`src/rtl/decode_stage_pkg.sv`:
```
// Shared types for the decode stage: ALU operation codes, opcode/funct constants, decoded beat.
// Operation codes are what execute switches on; NOP is zero so a reset register decodes as NOP.
package decode_stage_pkg;

   typedef enum logic [7:0] {
      ALU_OPERATIONS_NOP = 8'd0,
      ALU_OPERATIONS_ADD, ALU_OPERATIONS_SUB, ALU_OPERATIONS_SLL, ALU_OPERATIONS_SLT,
      ALU_OPERATIONS_SLTU, ALU_OPERATIONS_XOR, ALU_OPERATIONS_SRL, ALU_OPERATIONS_SRA,
      ALU_OPERATIONS_OR, ALU_OPERATIONS_AND,
      ALU_OPERATIONS_MUL, ALU_OPERATIONS_MULH, ALU_OPERATIONS_MULSU, ALU_OPERATIONS_MULU,
      ALU_OPERATIONS_DIV, ALU_OPERATIONS_DIVU, ALU_OPERATIONS_REM, ALU_OPERATIONS_REMU,
      ALU_OPERATIONS_LB, ALU_OPERATIONS_LH, ALU_OPERATIONS_LW, ALU_OPERATIONS_LBU, ALU_OPERATIONS_LHU,
      ALU_OPERATIONS_SB, ALU_OPERATIONS_SH, ALU_OPERATIONS_SW,
      ALU_OPERATIONS_BEQ, ALU_OPERATIONS_BNE, ALU_OPERATIONS_BLT, ALU_OPERATIONS_BGE,
      ALU_OPERATIONS_BLTU, ALU_OPERATIONS_BGEU,
      ALU_OPERATIONS_JAL, ALU_OPERATIONS_JALR, ALU_OPERATIONS_LUI, ALU_OPERATIONS_AUIPC
   } alu_op_e;

   localparam logic [6:0] OPC_OP     = 7'b0110011;
   localparam logic [6:0] OPC_OP_IMM = 7'b0010011;
   localparam logic [6:0] OPC_LOAD   = 7'b0000011;
   localparam logic [6:0] OPC_STORE  = 7'b0100011;
   localparam logic [6:0] OPC_BRANCH = 7'b1100011;
   localparam logic [6:0] OPC_JAL    = 7'b1101111;
   localparam logic [6:0] OPC_JALR   = 7'b1100111;
   localparam logic [6:0] OPC_LUI    = 7'b0110111;
   localparam logic [6:0] OPC_AUIPC  = 7'b0010111;

   localparam logic [6:0] F7_BASE   = 7'b0000000;
   localparam logic [6:0] F7_ALT    = 7'b0100000;
   localparam logic [6:0] F7_MULDIV = 7'b0000001;

   typedef struct packed {
      alu_op_e     op;
      logic [31:0] operand1;
      logic [31:0] operand2;
      logic [31:0] imm;
      logic [31:0] store_data;
      logic [4:0]  rd;
      logic        reg_write;
      logic        mem_read;
      logic        mem_write;
      logic        is_branch;
      logic        illegal;
   } dec_t;

   function automatic alu_op_e base_op(input logic [2:0] f3);
      case (f3)
         3'd0:    return ALU_OPERATIONS_ADD;
         3'd1:    return ALU_OPERATIONS_SLL;
         3'd2:    return ALU_OPERATIONS_SLT;
         3'd3:    return ALU_OPERATIONS_SLTU;
         3'd4:    return ALU_OPERATIONS_XOR;
         3'd5:    return ALU_OPERATIONS_SRL;
         3'd6:    return ALU_OPERATIONS_OR;
         default: return ALU_OPERATIONS_AND;
      endcase
   endfunction

   function automatic alu_op_e muldiv_op(input logic [2:0] f3);
      case (f3)
         3'd0:    return ALU_OPERATIONS_MUL;
         3'd1:    return ALU_OPERATIONS_MULH;
         3'd2:    return ALU_OPERATIONS_MULSU;
         3'd3:    return ALU_OPERATIONS_MULU;
         3'd4:    return ALU_OPERATIONS_DIV;
         3'd5:    return ALU_OPERATIONS_DIVU;
         3'd6:    return ALU_OPERATIONS_REM;
         default: return ALU_OPERATIONS_REMU;
      endcase
   endfunction

endpackage

```
`src/rtl/decode_stage_if.sv`:
```
// Fetch->decode request bus and decode->execute ID/EX bus, each a valid/ready handshake.
interface fetch_dec_if;
   logic        in_valid;
   logic        in_ready;
   logic [31:0] in_pc;
   logic [31:0] in_instr;

   modport master (output in_valid, in_pc, in_instr, input in_ready);
   modport slave  (input in_valid, in_pc, in_instr, output in_ready);
endinterface

interface dec_ex_if;
   import decode_stage_pkg::*;

   logic        out_valid;
   logic        out_ready;
   logic [31:0] pc;
   alu_op_e     alu_operation;
   logic        is_branch_instruction;
   logic [31:0] operand1;
   logic [31:0] operand2;
   logic [31:0] imm;
   logic [31:0] store_data;
   logic [4:0]  rd;
   logic        reg_write;
   logic        mem_read;
   logic        mem_write;
   logic        illegal;

   modport master (output out_valid, pc, alu_operation, is_branch_instruction, operand1, operand2,
                          imm, store_data, rd, reg_write, mem_read, mem_write, illegal,
                   input  out_ready);
   modport slave  (input  out_valid, pc, alu_operation, is_branch_instruction, operand1, operand2,
                          imm, store_data, rd, reg_write, mem_read, mem_write, illegal,
                   output out_ready);
endinterface

```
`src/rtl/decode_stage_instr_decoder.sv`:
```
// Combinational RV32I(M) classifier: instruction word plus register data -> decoded beat.
// Illegal encodings are squashed to a NOP with all side-effect controls cleared.
module instr_decoder
   import decode_stage_pkg::*;
#(
   parameter bit ENABLE_M = 1'b1
) (
   input  logic [31:0] instr,
   input  logic [31:0] rs1_data,
   input  logic [31:0] rs2_data,
   output dec_t        dec
);

   logic [6:0]  opcode;
   logic [6:0]  f7;
   logic [2:0]  f3;
   logic [31:0] imm_i, imm_s, imm_b, imm_j, imm_u;
   logic        writes;

   assign opcode = instr[6:0];
   assign f3     = instr[14:12];
   assign f7     = instr[31:25];
   assign imm_i  = {{20{instr[31]}}, instr[31:20]};
   assign imm_s  = {{20{instr[31]}}, instr[31:25], instr[11:7]};
   assign imm_b  = {{19{instr[31]}}, instr[31], instr[7], instr[30:25], instr[11:8], 1'b0};
   assign imm_j  = {{11{instr[31]}}, instr[31], instr[19:12], instr[20], instr[30:21], 1'b0};
   assign imm_u  = {instr[31:12], 12'b0};

   always_comb begin
      dec          = '0;
      dec.op       = ALU_OPERATIONS_NOP;
      dec.operand1 = rs1_data;
      dec.operand2 = rs2_data;
      dec.rd       = instr[11:7];
      writes       = 1'b0;
      case (opcode)
         OPC_OP: begin
            writes = 1'b1;
            if (f7 == F7_BASE)                     dec.op = base_op(f3);
            else if (f7 == F7_ALT && f3 == 3'd0)   dec.op = ALU_OPERATIONS_SUB;
            else if (f7 == F7_ALT && f3 == 3'd5)   dec.op = ALU_OPERATIONS_SRA;
            else if (f7 == F7_MULDIV && ENABLE_M)  dec.op = muldiv_op(f3);
            else                                   dec.illegal = 1'b1;
         end
         OPC_OP_IMM: begin
            writes       = 1'b1;
            dec.operand2 = imm_i;
            dec.imm      = imm_i;
            // Only the shifts constrain funct7; elsewhere those bits are immediate.
            if (f3 == 3'd1)      dec.illegal = (f7 != F7_BASE);
            if (f3 == 3'd5 && f7 == F7_ALT) dec.op = ALU_OPERATIONS_SRA;
            else if (f3 == 3'd5) begin
               dec.op      = ALU_OPERATIONS_SRL;
               dec.illegal = (f7 != F7_BASE);
            end else         dec.op = base_op(f3);
         end
         OPC_LOAD: begin
            writes       = 1'b1;
            dec.mem_read = 1'b1;
            dec.operand2 = imm_i;
            dec.imm      = imm_i;
            case (f3)
               3'd0:    dec.op = ALU_OPERATIONS_LB;
               3'd1:    dec.op = ALU_OPERATIONS_LH;
               3'd2:    dec.op = ALU_OPERATIONS_LW;
               3'd4:    dec.op = ALU_OPERATIONS_LBU;
               3'd5:    dec.op = ALU_OPERATIONS_LHU;
               default: dec.illegal = 1'b1;
            endcase
         end
         OPC_STORE: begin
            dec.mem_write  = 1'b1;
            dec.operand2   = imm_s;
            dec.imm        = imm_s;
            dec.store_data = rs2_data;
            case (f3)
               3'd0:    dec.op = ALU_OPERATIONS_SB;
               3'd1:    dec.op = ALU_OPERATIONS_SH;
               3'd2:    dec.op = ALU_OPERATIONS_SW;
               default: dec.illegal = 1'b1;
            endcase
         end
         OPC_BRANCH: begin
            dec.is_branch = 1'b1;
            dec.imm       = imm_b;
            case (f3)
               3'd0:    dec.op = ALU_OPERATIONS_BEQ;
               3'd1:    dec.op = ALU_OPERATIONS_BNE;
               3'd4:    dec.op = ALU_OPERATIONS_BLT;
               3'd5:    dec.op = ALU_OPERATIONS_BGE;
               3'd6:    dec.op = ALU_OPERATIONS_BLTU;
               3'd7:    dec.op = ALU_OPERATIONS_BGEU;
               default: dec.illegal = 1'b1;
            endcase
         end
         OPC_JAL: begin
            writes       = 1'b1;
            dec.op       = ALU_OPERATIONS_JAL;
            dec.operand1 = '0;
            dec.operand2 = imm_j;
            dec.imm      = imm_j;
         end
         OPC_JALR: begin
            writes       = 1'b1;
            dec.op       = ALU_OPERATIONS_JALR;
            dec.operand2 = imm_i;
            dec.imm      = imm_i;
            dec.illegal  = (f3 != 3'd0);
         end
         OPC_LUI, OPC_AUIPC: begin
            writes       = 1'b1;
            dec.op       = (opcode == OPC_LUI) ? ALU_OPERATIONS_LUI : ALU_OPERATIONS_AUIPC;
            dec.operand1 = '0;
            dec.operand2 = {12'b0, instr[31:12]};
            dec.imm      = imm_u;
         end
         default: dec.illegal = 1'b1;
      endcase

      dec.reg_write = writes && !dec.illegal && (dec.rd != 5'd0);
      if (dec.illegal) begin
         dec.op        = ALU_OPERATIONS_NOP;
         dec.mem_read  = 1'b0;
         dec.mem_write = 1'b0;
         dec.is_branch = 1'b0;
      end
   end

endmodule

```
`src/rtl/decode_stage.sv`:
```
// RV32IM decode stage: regfile read, instruction classification and the ID/EX register.
// One-cycle latency, one beat per cycle; a redirect flush empties the register and drops the incoming beat.
module decode_stage
   import decode_stage_pkg::*;
#(
   parameter bit ENABLE_M = 1'b1
) (
   input  logic        clk,
   input  logic        rst_n,
   fetch_dec_if.slave  fetch,
   dec_ex_if.master    ex,
   output logic [4:0]  rs1_addr,
   output logic [4:0]  rs2_addr,
   input  logic [31:0] rs1_data,
   input  logic [31:0] rs2_data,
   input  logic        flush
);

   dec_t        dec;
   dec_t        q;
   logic [31:0] pc_q;
   logic        vld;
   logic        accept;

   assign rs1_addr       = fetch.in_instr[19:15];
   assign rs2_addr       = fetch.in_instr[24:20];
   assign fetch.in_ready = flush || !vld || ex.out_ready;
   assign accept         = fetch.in_valid && fetch.in_ready && !flush;

   instr_decoder #(.ENABLE_M(ENABLE_M)) u_instr_decoder (
      .instr    (fetch.in_instr),
      .rs1_data (rs1_data),
      .rs2_data (rs2_data),
      .dec      (dec)
   );

   always_ff @(posedge clk or negedge rst_n) begin
      if (!rst_n) begin
         vld  <= 1'b0;
         pc_q <= '0;
         q    <= '0;
      end else begin
         if (flush)             vld <= 1'b0;
         else if (accept)       vld <= 1'b1;
         else if (ex.out_ready) vld <= 1'b0;
         if (accept) begin
            q    <= dec;
            pc_q <= fetch.in_pc;
         end
      end
   end

   assign ex.out_valid             = vld;
   assign ex.pc                    = pc_q;
   assign ex.alu_operation         = q.op;
   assign ex.is_branch_instruction = q.is_branch;
   assign ex.operand1              = q.operand1;
   assign ex.operand2              = q.operand2;
   assign ex.imm                   = q.imm;
   assign ex.store_data            = q.store_data;
   assign ex.rd                    = q.rd;
   assign ex.reg_write             = q.reg_write;
   assign ex.mem_read              = q.mem_read;
   assign ex.mem_write             = q.mem_write;
   assign ex.illegal               = q.illegal;

endmodule

```
`src/flat_wrapper.sv`:
```
// flat-port wrapper written by rule: the top's interface ports become plain ports
module decode_stage_flat import decode_stage_pkg::*;
#(
   parameter bit ENABLE_M = 1'b1
)
  (clk, rst_n, rs1_addr, rs2_addr, rs1_data, rs2_data, flush, fetch_in_valid, fetch_in_pc, fetch_in_instr, fetch_in_ready, ex_out_valid, ex_pc, ex_alu_operation, ex_is_branch_instruction, ex_operand1, ex_operand2, ex_imm, ex_store_data, ex_rd, ex_reg_write, ex_mem_read, ex_mem_write, ex_illegal, ex_out_ready);
  fetch_dec_if fetch_i ();
  dec_ex_if ex_i ();
  input  logic clk;
  input  logic rst_n;
  output logic [4:0] rs1_addr;
  output logic [4:0] rs2_addr;
  input  logic [31:0] rs1_data;
  input  logic [31:0] rs2_data;
  input  logic flush;
  input wire logic [$bits(fetch_i.in_valid)-1:0] fetch_in_valid;
  input wire logic [$bits(fetch_i.in_pc)-1:0] fetch_in_pc;
  input wire logic [$bits(fetch_i.in_instr)-1:0] fetch_in_instr;
  output wire logic [$bits(fetch_i.in_ready)-1:0] fetch_in_ready;
  output wire logic [$bits(ex_i.out_valid)-1:0] ex_out_valid;
  output wire logic [$bits(ex_i.pc)-1:0] ex_pc;
  output wire logic [$bits(ex_i.alu_operation)-1:0] ex_alu_operation;
  output wire logic [$bits(ex_i.is_branch_instruction)-1:0] ex_is_branch_instruction;
  output wire logic [$bits(ex_i.operand1)-1:0] ex_operand1;
  output wire logic [$bits(ex_i.operand2)-1:0] ex_operand2;
  output wire logic [$bits(ex_i.imm)-1:0] ex_imm;
  output wire logic [$bits(ex_i.store_data)-1:0] ex_store_data;
  output wire logic [$bits(ex_i.rd)-1:0] ex_rd;
  output wire logic [$bits(ex_i.reg_write)-1:0] ex_reg_write;
  output wire logic [$bits(ex_i.mem_read)-1:0] ex_mem_read;
  output wire logic [$bits(ex_i.mem_write)-1:0] ex_mem_write;
  output wire logic [$bits(ex_i.illegal)-1:0] ex_illegal;
  input wire logic [$bits(ex_i.out_ready)-1:0] ex_out_ready;
  assign fetch_i.in_valid = fetch_in_valid;
  assign fetch_i.in_pc = fetch_in_pc;
  assign fetch_i.in_instr = fetch_in_instr;
  assign fetch_in_ready = fetch_i.in_ready;
  assign ex_out_valid = ex_i.out_valid;
  assign ex_pc = ex_i.pc;
  assign ex_alu_operation = ex_i.alu_operation;
  assign ex_is_branch_instruction = ex_i.is_branch_instruction;
  assign ex_operand1 = ex_i.operand1;
  assign ex_operand2 = ex_i.operand2;
  assign ex_imm = ex_i.imm;
  assign ex_store_data = ex_i.store_data;
  assign ex_rd = ex_i.rd;
  assign ex_reg_write = ex_i.reg_write;
  assign ex_mem_read = ex_i.mem_read;
  assign ex_mem_write = ex_i.mem_write;
  assign ex_illegal = ex_i.illegal;
  assign ex_i.out_ready = ex_out_ready;
  decode_stage #(.ENABLE_M(ENABLE_M)) u_core (.clk(clk), .rst_n(rst_n), .fetch(fetch_i), .ex(ex_i), .rs1_addr(rs1_addr), .rs2_addr(rs2_addr), .rs1_data(rs1_data), .rs2_data(rs2_data), .flush(flush));
endmodule
```
`config.mk`:
```
export PLATFORM = sky130hd
export DESIGN_NAME = decode_stage_flat
export DESIGN_NICKNAME = d
export VERILOG_FILES = /design/src/rtl/decode_stage_pkg.sv /design/src/rtl/decode_stage_if.sv /design/src/rtl/decode_stage_instr_decoder.sv /design/src/rtl/decode_stage.sv /design/src/flat_wrapper.sv
export SDC_FILE = /design/constraint.sdc
export NUM_CORES = 1
export LEC_CHECK = 0
export ABC_AREA = 1
export CORE_MARGIN = 5
export CORE_UTILIZATION = 48
export DETAILED_ROUTE_END_ITERATION = 7
export GPL_TIMING_DRIVEN = 0
export PLACE_DENSITY = 0.87
export SLEW_MARGIN = 10
export SYNTH_ARGS = -nofsm -noshare
export SYNTH_HDL_FRONTEND = slang
export SYNTH_SLANG_ARGS = --single-unit
```
`constraint.sdc`:
```
create_clock -name clk -period 2.9 [get_ports clk]
set_input_delay 0.29 -clock clk [delete_from_list [all_inputs] [get_ports clk]]
set_output_delay 0.29 -clock clk [all_outputs]
set_load 0.005 [all_outputs]
```
==> qor.json <==
{
  "run_status": {
    "result_of_the_run": "complete, no violations"
  },
  "critical_path": {
    "r2r_setup_slack_ns": 0.74,
    "critPathArrivalTime_ns": 2.45,
    "worst_setup_path_start_kind": "register",
    "crit_required_ns": 3.19,
    "worst_path_largest_cell_delay_ns": 0.55,
    "crit_path_end_kind": "register",
    "cp_cell_sequence": "nand2_1 > nand2_1 > buf_2 > clkbuf_1 > clkbuf_1 > o21ai_0",
    "timing_worst_setup_path_type": "reg -> reg",
    "path_delay_family": "buffers and inverters",
    "critical-path-slowest-cell": "sky130_fd_sc_hd__clkbuf_1",
    "r2r-end": "u_core.ex.rd[0]",
    "reg2reg_from": "u_core.ex.out_valid",
    "path_buf_inv": 3,
    "critPathLaunch": "u_core.ex.out_valid",
    "worst-r2r-cell-count": 6,
    "worstPathMaxFanout": 10
  },
  "pwr": {
    "pwr-share-seq": 0.430,
    "ir_drop_mv": 0.4098,
    "comb_power_share": 0.203,
    "cellPowerDensity_nw_per_um2": 529.5,
    "power.net_switching_uw": 1915,
    "power.share.clock": 0.367,
    "p_int_uw": 4713,
    "total_leakage_power_uw": 0.006235,
    "power_switching_share": 0.2889,
    "total_power_of_the_final_layout_uw": 6627
  },
  "hold_path": {
    "path_class_of_the_lowest_slack_min_delay_path": "in -> reg",
    "hp-start": "fetch_in_pc[8]",
    "timing.hold.worst_path_depth": 3,
    "holdPathEnd": "u_core.ex.pc[8]"
  },
  "logic_synthesis": {
    "synth_area_leaders": "sky130_fd_sc_hd__dfrtp_1 53%, sky130_fd_sc_hd__nand2_1 23%, sky130_fd_sc_hd__o21ai_0 4.6%",
    "netlist.top_cell.by_area": "sky130_fd_sc_hd__dfrtp_1",
    "postSynthAreaPerCell_um2": 7.801,
    "syn_inst": 1073,
    "synth_sequential_area_ratio": 0.5291,
    "synth-edff-count": 0,
    "synthesis.yosys.warnings": 0,
    "synthesis.area_um2": 8371,
    "postSynthRegisterBits": 177,
    "synth_top_flop_cell": "sky130_fd_sc_hd__dfrtp_1",
    "post-synth-top-area-fraction": 0.5291,
    "synth.lib_cells_used.distinct": 34,
    "ys_async_sr_fraction": 1.000
  },
  "place": {
    "io_buffers": 318,
    "dp_worst_setup_slack_ns": 0.3661,
    "numPlacedInstances": 1618,
    "dpl.hpwl_um": 24300,
    "gp_congestion": 0.9474
  },
  "cts": {
    "cts.clk_slew.worst_paths_ns": 0.08,
    "root_buffer": "sky130_fd_sc_hd__clkbuf_16",
    "cts_tree": "built",
    "insertion_delay_ns": 0.43,
    "cts_post_setup_buffers_inserted": 0,
    "cts_hold_repair.buffers": 1,
    "max_root_sink_buffers": 2,
    "numCtsBuffers": 17,
    "cts-htree-levels": 4,
    "post_cts_resized": 0,
    "tritoncts_num_sinks": 177
  },
  "finish": {
    "layout.cells.most_common": "sky130_fd_sc_hd__nand2_1",
    "layout.nets": 1546,
    "drive_above_1_share": 0.06942,
    "synthToLayoutAreaGrowth_pct": 49.52,
    "most-common-layout-cells": "502 x sky130_fd_sc_hd__nand2_1, 317 x sky130_fd_sc_hd__clkdlybuf4s50_1, 177 x sky130_fd_sc_hd__dfrtp_1",
    "fin_cells": 1653
  },
  "timing": {
    "timing.final.setup_violations": 0,
    "period_share": 0.7441,
    "worst_slew_margin_rel": 0.5450,
    "worst_clock_skew_ns": 0.008424,
    "grt_setup_unrepaired": "false",
    "slew_viol_final": 0,
    "min_tclk_post_route_ns": 2.158,
    "worst_pin_slew_ns": 0.6818,
    "final.setup.worst_slack_ns": 0.7422,
    "timing_hold_violations_final": 0,
    "achievable_clock_frequency_mhz": 463.4
  },
  "global_route": {
    "first_global_vias": 8878,
    "number_of_antenna_violations_at_the_first_check_in_global_routing": 2,
    "global_route_met1_utilization": 0.3974,
    "grt-busiest-layer": "met2",
    "grt_max_degree": 95,
    "grt_util_met3": 0.08434,
    "globalRouteTotalUtil": 0.3145,
    "grt_overflow_total": 0,
    "grt_first_pass_wirelength_um": 49260,
    "grt.met2_usage": 0.5143
  },
  "route": {
    "routed_via_density": 5.356,
    "drc": 0,
    "first_iter_violations": 665,
    "detail_route.wl_per_cell_um": 19.35,
    "drt_first_pass_iters": 5,
    "postRouteWirelength_um": 31990,
    "detail-route-antenna-nets": 0,
    "total_via_count_after_detailed_routing": 8854
  },
  "floorplan": {
    "rows": 48,
    "initial_standard_cell_utilization_of_the_core": 0.4873,
    "die_h_um": 142.1,
    "die_area_um2": 20180,
    "top_level_ports": 323,
    "core_area_um2": 17180,
    "die-width_um": 142.1
  },
  "run": {
    "cap_violations": 0
  }
}
## cell usage after synthesis (2+ instances only)
| library cell | number |
|---|---|
| sky130_fd_sc_hd__a21oi_1 | 8 |
| sky130_fd_sc_hd__a31oi_1 | 4 |
| sky130_fd_sc_hd__buf_1 | 5 |
| sky130_fd_sc_hd__buf_2 | 10 |
| sky130_fd_sc_hd__buf_4 | 16 |
| sky130_fd_sc_hd__buf_6 | 2 |
| sky130_fd_sc_hd__clkbuf_1 | 30 |
| sky130_fd_sc_hd__dfrtp_1 | 177 |
| sky130_fd_sc_hd__inv_1 | 42 |
| sky130_fd_sc_hd__inv_2 | 7 |
| sky130_fd_sc_hd__nand2_1 | 502 |
| sky130_fd_sc_hd__nand2_2 | 5 |
| sky130_fd_sc_hd__nand2_4 | 3 |
| sky130_fd_sc_hd__nand3_1 | 76 |
| sky130_fd_sc_hd__nand3b_1 | 11 |
| sky130_fd_sc_hd__nand4_1 | 6 |
| sky130_fd_sc_hd__nor2_1 | 46 |
| sky130_fd_sc_hd__nor2_2 | 5 |
| sky130_fd_sc_hd__nor3_1 | 2 |
| sky130_fd_sc_hd__o211ai_2 | 10 |
| sky130_fd_sc_hd__o21ai_0 | 77 |
| sky130_fd_sc_hd__o21ai_1 | 16 |
| sky130_fd_sc_hd__o22ai_1 | 2 |
## area by class of cell
cell class	instances	area (um^2)
buffer	64	329.1
clock buffer	17	425.4
timing repair buffer	320	3226
inverter	49	183.9
antenna	2	5.005
fill	1301	4661
sequential	177	4429
multi-input combinational	784	3432
tap	225	281.5
clock inverter	15	203.9
## stage by stage
stage,TNS [ns],utilization,area [um^2],hold WS (ns)
after floorplan,0,-,8374,-0.005591
after global placement,-996.40,0.6892,11840,0.4618
after detailed placement,0,0.6911,11870,0.3259
after CTS,0,0.7284,12510,0.3679
after global routing,0,0.7287,12520,0.3712
final,0,0.7287,12520,0.3741
## logic make-up (layout without fill, tap and decap cells)
group | count (synthesis) | count (layout) | synth area share
AND/OR/NAND/NOR | 660 | 660 | 0.3239
flip-flops | 177 | 177 | 0.5291
AO/OA/AOI/OAI | 122 | 122 | 0.08520
buffers and inverters | 113 | 465 | 0.06129
other | 1 | 4 | 0.0004480
## flip-flops by register name (all words and copies together) (netlist names), 5 cells and up
register and flops:
u_core.ex.alu_operation 6, u_core.ex.pc 32, u_core.ex.store_data 32, u_core.ex.operand1 32, u_core.ex.imm 32, u_core.ex.rd 5
u_core.ex.operand2 32
## power by group through the flow
stage	logic (uW)	clock network [uW]	registers, uW
5_1_grt	1460	2560	2880
4_1_cts	1350	2450	2840
6_report	1340	2440	2850
3_3_place_gp	1300	0	2880
3_5_place_dp	1340	0	2890
2_1_floorplan	384	0	2900
## worst max path at each step
stage | end | slack (ns) | cells past startpoint
4_1_cts | u_core.ex.imm[31] | 0.74 | 7
2_1_floorplan | u_core.ex.is_branch_instruction | 1.45 | 9
5_1_grt | u_core.ex.alu_operation[5] | 0.60 | 7
3_3_place_gp | u_core.ex.imm[6] | -5.65 | 1
6_report | u_core.ex.rd[0] | 0.74 | 6
3_5_place_dp | u_core.ex.alu_operation[2] | 0.37 | 9
## tightest hold or removal path: cells and delay by family
family / cells / cell delay (ns)
buffers and inverters: 1 / 0.39
AND/OR/NAND/NOR: 2 / 0.10
## routing by layer
metal | up-vias | routed length [um]
li1 | 4099 | -
met1 | 4202 | 12040
met2 | 474 | 15290
met3 | 79 | 3402
met4 | 0 | 1257
met5 | - | 0
(Power assumes the default switching activity.)
